==> src/rtl/nds_fifo_wr_arb.sv <==
// nds_fifo_wr_arb: round-robin burst arbiter sharing one FIFO write port, with full gating and drain/flush handshake.
module nds_fifo_wr_arb #(
   parameter int NUM_REQ    = 4,
   parameter int DATA_WIDTH = 32,
   parameter int LEN_WIDTH  = 4
) (
   input  logic                          w_clk,
   input  logic                          w_reset_n,
   input  logic [NUM_REQ-1:0]            req,
   input  logic [NUM_REQ*LEN_WIDTH-1:0]  req_len,
   input  logic [NUM_REQ-1:0]            req_valid,
   input  logic [NUM_REQ*DATA_WIDTH-1:0] req_data,
   output logic [NUM_REQ-1:0]            gnt,
   output logic [NUM_REQ-1:0]            data_ack,
   output logic                          fifo_wr,
   output logic [DATA_WIDTH-1:0]         fifo_wr_data,
   input  logic                          fifo_full,
   input  logic                          fifo_empty_w,
   input  logic                          flush_req,
   output logic                          flush_done,
   output logic                          busy
);
   localparam int IW = $clog2(NUM_REQ);
   typedef enum logic [1:0] {IDLE, BURST, FLUSH} state_t;
   state_t               state_q, state_d;
   logic [NUM_REQ-1:0]   gnt_q, gnt_d;
   logic [IW-1:0]        owner_q, owner_d, rr_ptr_q, rr_ptr_d, win, cand;
   logic [LEN_WIDTH-1:0] beat_cnt_q, beat_cnt_d;
   logic                 flush_done_q, flush_done_d, found;
   assign gnt          = gnt_q;
   assign flush_done   = flush_done_q;
   assign busy         = state_q != IDLE;
   assign fifo_wr      = (state_q == BURST) & req_valid[owner_q] & ~fifo_full;
   assign data_ack     = gnt_q & {NUM_REQ{fifo_wr}};
   assign fifo_wr_data = fifo_wr ? req_data[owner_q*DATA_WIDTH +: DATA_WIDTH] : '0;
   // Scan downward so the requester closest at-or-after rr_ptr wins.
   always_comb begin
      win   = rr_ptr_q;
      found = 1'b0;
      cand  = '0;
      for (int k = NUM_REQ-1; k >= 0; k--) begin
         cand = IW'((int'(rr_ptr_q) + k) % NUM_REQ);
         if (req[cand]) begin
            win   = cand;
            found = 1'b1;
         end
      end
   end
   always_comb begin
      state_d      = state_q;
      gnt_d        = gnt_q;
      owner_d      = owner_q;
      rr_ptr_d     = rr_ptr_q;
      beat_cnt_d   = beat_cnt_q;
      flush_done_d = 1'b0;
      case (state_q)
         IDLE:
            if (flush_req) state_d = FLUSH;
            else if (found) begin
               state_d    = BURST;
               gnt_d      = NUM_REQ'(1) << win;
               owner_d    = win;
               beat_cnt_d = req_len[win*LEN_WIDTH +: LEN_WIDTH];
            end
         BURST:
            if (fifo_wr) begin
               if (beat_cnt_q == '0) begin
                  state_d  = IDLE;
                  gnt_d    = '0;
                  rr_ptr_d = (owner_q == IW'(NUM_REQ-1)) ? '0 : owner_q + 1'b1;
               end else beat_cnt_d = beat_cnt_q - 1'b1;
            end
         FLUSH:
            if (fifo_empty_w) begin
               state_d      = IDLE;
               flush_done_d = 1'b1;
            end
         default: state_d = IDLE;
      endcase
   end
   always_ff @(posedge w_clk or negedge w_reset_n) begin
      if (!w_reset_n) begin
         state_q      <= IDLE;
         gnt_q        <= '0;
         owner_q      <= '0;
         rr_ptr_q     <= '0;
         beat_cnt_q   <= '0;
         flush_done_q <= 1'b0;
      end else begin
         state_q      <= state_d;
         gnt_q        <= gnt_d;
         owner_q      <= owner_d;
         rr_ptr_q     <= rr_ptr_d;
         beat_cnt_q   <= beat_cnt_d;
         flush_done_q <= flush_done_d;
      end
   end
endmodule

==> config.mk <==
export PLATFORM = sky130hd
export DESIGN_NAME = nds_fifo_wr_arb
export DESIGN_NICKNAME = d
export VERILOG_FILES = /design/src/rtl/nds_fifo_wr_arb.sv
export SDC_FILE = /design/constraint.sdc
export NUM_CORES = 1
export LEC_CHECK = 0
export CAP_MARGIN = 20
export CORE_ASPECT_RATIO = 0.9
export CORE_MARGIN = 10
export CORE_UTILIZATION = 30
export DETAILED_ROUTE_END_ITERATION = 10
export PLACE_DENSITY = 0.78
export SLEW_MARGIN = 20
export SYNTH_ARGS = -nofsm -noshare
export SYNTH_HDL_FRONTEND = slang
export SYNTH_SLANG_ARGS = --single-unit
==> constraint.sdc <==
create_clock -name w_clk -period 2.53 [get_ports w_clk]
set_input_delay 0.506 -clock w_clk [delete_from_list [all_inputs] [get_ports w_clk]]
set_output_delay 0.506 -clock w_clk [all_outputs]
set_load 0.05 [all_outputs]
==> impl_results.md <==
* CTS Sinks at 15
* Avg Inst Size Synth at 10.5 um2
* Register-to-Register Path Depth at 10
* Tcrit/Tclk final at 1.02
* RSZ-0062 raised after global routing: yes
* Hold Path Origin: state_q[0]
* Clock Latency Late Sink at 0.25 ns
* Met2 routed WL at 6930 um
* Num rows at 28
* Failing checks: setup timing
* Netlist Area Pre-Place at 0.00202 mm2
* Hold depth at 1
* WL final at 13200 um
* Placed insts at 479
* Routed Antenna Nets at 0
* Global route total overflow at 0
* Largest net degree at the start of global routing at 29
* Synth Flop Type: dfrtp_1
* Crit path required time at 2.02 ns
* HPWL Detailed at 10200 um
* WP data arrival at 2.06 ns
* Nets@finish at 562
* P_leak at 1.90 nW
* Cts hold-fix bufs at 0
* Detailed Route Iter0 Violations at 126
* Fin. Hold Viols at 0
* Final core occ at 0.739
* Final setup viols at 28
* CTS tree: yes
* Top sig layer: met4
* Die W at 107 um
* Fin worst setup slack at -0.0398 ns
* Drt pass-1 iters at 5
* Number of global-route vias before repair at 2810
* Max cap viols at 0
* Register area at 377 um2
* Sequential area share after synthesis at 0.186
* Clock Pin Slew Worst Setup and Hold Paths at 0.06 ns
* Ys Warns at 0
* Final Skew at 0.00148 ns
* Proportion of layout cells with a drive suffix above 1 at 0.358
* FFs w/ async S/R, synth at 1.00
* Root buffer cell: clkbuf_8
* Hold Path Class: flip-flop to flip-flop
* Worst-case vdd ir drop at 781 uV
* Syn Inst Count at 192
* Overall routing resource usage at 0.242
* Vias per cell at 5.35
* Port Buf Inserts at 199
* Final-report max-slew violation count at 0
* Layout area overhead at 140%
* Synth Register Bits at 15
* I/O pin total at 200
* Area of the multi-input gates at 0.00162 mm2
* Critical-path maximum fanout at 7
* Crit path capture type: output pin
* Die Area at 0.0104 mm2
* Fillcell total at 455
* Die height at 97.9 um
* Wire per inst at 26.8 um
* H-Tree Depth at 1
* Residual DRC at 0
* Critical Path Source Type: flip-flop
* Unique masters post-synth at 48
* Via count at 2638
* Pre-CTS WS at -0.199 ns
* Synthesized Nets at 351
* Tmin final at 2.57 ns
* FF-to-FF End: beat_cnt_q[3]
* Max Fclk at 0.389 GHz
* Slew @ Worst Pin at 0.739 ns
* R2R Setup Slk at 0.31 ns
* Final Instance Count excl. Fillers at 493
* Area of the core at 0.00655 mm2
* Antenna violations before repair at 1
* Sum Neg Setup Slack at -0.637 ns
* WL met3 at 1250 um
* Status: finished, violations left
* Worst Hold Path EP: flush_done
* R2R Path Start: owner_q[0]
* WS Path Type: flip-flop to output pin
* Initial Utilization at 0.308
* EDFF count, synth at 0
* CTS buffer count at 3
* First-pass GRT wire length at 19200 um
* Metal-1 WL at 4700 um
* Power Dens Cells at 709 mW/mm2
* Routability cong. at 0.836
* CTS Buffer Depth at 2
* Rel. slew slack at 0.504
[worst max path at each step]
stage,from,end,slack [ns],cells after the start
after global routing,owner_q[0],fifo_wr_data[4],-0.1,7
after floorplan,owner_q[0],fifo_wr_data[12],0.03,7
final,owner_q[0],fifo_wr_data[21],-0.04,7
after CTS,owner_q[0],fifo_wr_data[30],-0.05,7
after detailed placement,req_valid[3],fifo_wr_data[30],-0.20,7
after global placement,req_valid[3],fifo_wr_data[24],-0.17,7
[flip-flops by register name, indices dropped and copies added, names as in the netlist]
name / flops
owner_q: 2
gnt: 4
beat_cnt_q: 4
state_q: 2
rr_ptr_q: 2
flush_done: 1
[report_power, final]
group	total, mW	internal, mW	leakage (nW)	switching (mW)
Sequential	0.442	0.344	0.190	0.0975
Clock	0.199	0.112	0.0228	0.0876
Combinational	2.79	1.47	1.69	1.32
Total	3.43	1.93	1.90	1.50
[worst max-delay path, cell delays in order, from the launching register on]
cell     delay (ns)
dfrtp_2        0.41
mux4_2         0.35
or3b_4         0.42
inv_8          0.08
buf_12         0.11
buf_16         0.12
and2_4         0.17
buf_12         0.14
[what timing repair did]
action	4_1_cts	5_1_grt
pin swaps	0	0
gates resized for setup	56	1
buffers inserted	4	1
cloned	4	0
endpoints found under the setup margin	37	37
[Yosys cell counts (2+ instances only)]
cell	number	share of area
mux2_2	3	0.017
a221oi_1	2	0.0087
nor3_1	4	0.0099
o21ai_0	6	0.015
buf_4	2	0.0074
inv_1	6	0.011
o21ai_1	2	0.0050
o31ai_1	3	0.011
nor2_1	12	0.022
dfrtp_1	15	0.19
a21oi_1	3	0.0074
buf_2	7	0.017
clkbuf_1	4	0.0074
nand3_1	4	0.0099
mux4_2	33	0.37
mux2i_1	3	0.015
ha_1	2	0.012
nor2b_1	3	0.0093
nand2_1	13	0.024
and2_1	36	0.11
o21a_1	2	0.0074
[per-layer routing]
metal,vias to the layer above,GRT usage
li1,1160,-
met1,1298,0.264
met2,160,0.441
met3,20,0.0795
met4,0,0.0614
met5,-,0
[cells by family after synthesis]
group,Yosys count,share of synthesized area
flops,15,0.186
fa+ha+maj,2,0.0124
mux,40,0.412
simple gates,81,0.224
buf+inv,23,0.0551
compound gates,31,0.111
[per-stage QoR]
stage | instance area [um2] | hold WS (ns) | power, mW
2_1_floorplan | 2030 | 0.210 | 1.95
3_3_place_gp | 4550 | 0.463 | 2.92
3_5_place_dp | 4550 | 0.478 | 2.97
4_1_cts | 4830 | 0.493 | 3.40
5_1_grt | 4840 | 0.508 | 3.61
6_report | 4840 | 0.489 | 3.43
[layout make-up]
class / instances / area share
antenna: 1 / 0.000517
tap: 90 / 0.0233
timing repair buffer: 222 / 0.547
multi-input combinational: 154 / 0.335
sequential: 15 / 0.0778
clock buffer: 4 / 0.00930
inverter: 7 / 0.00698
[cell usage in the layout (no fill, tap or decap), types with 5 or more instances in the layout]
cell type,n
dfrtp_1,14
o21ai_0,6
buf_6,5
nor2_1,12
nand2_1,13
mux4_2,33
buf_4,12
clkdlybuf4s50_1,158
and2_4,36
buf_12,40
inv_1,6
(Power assumes the default switching activity.)
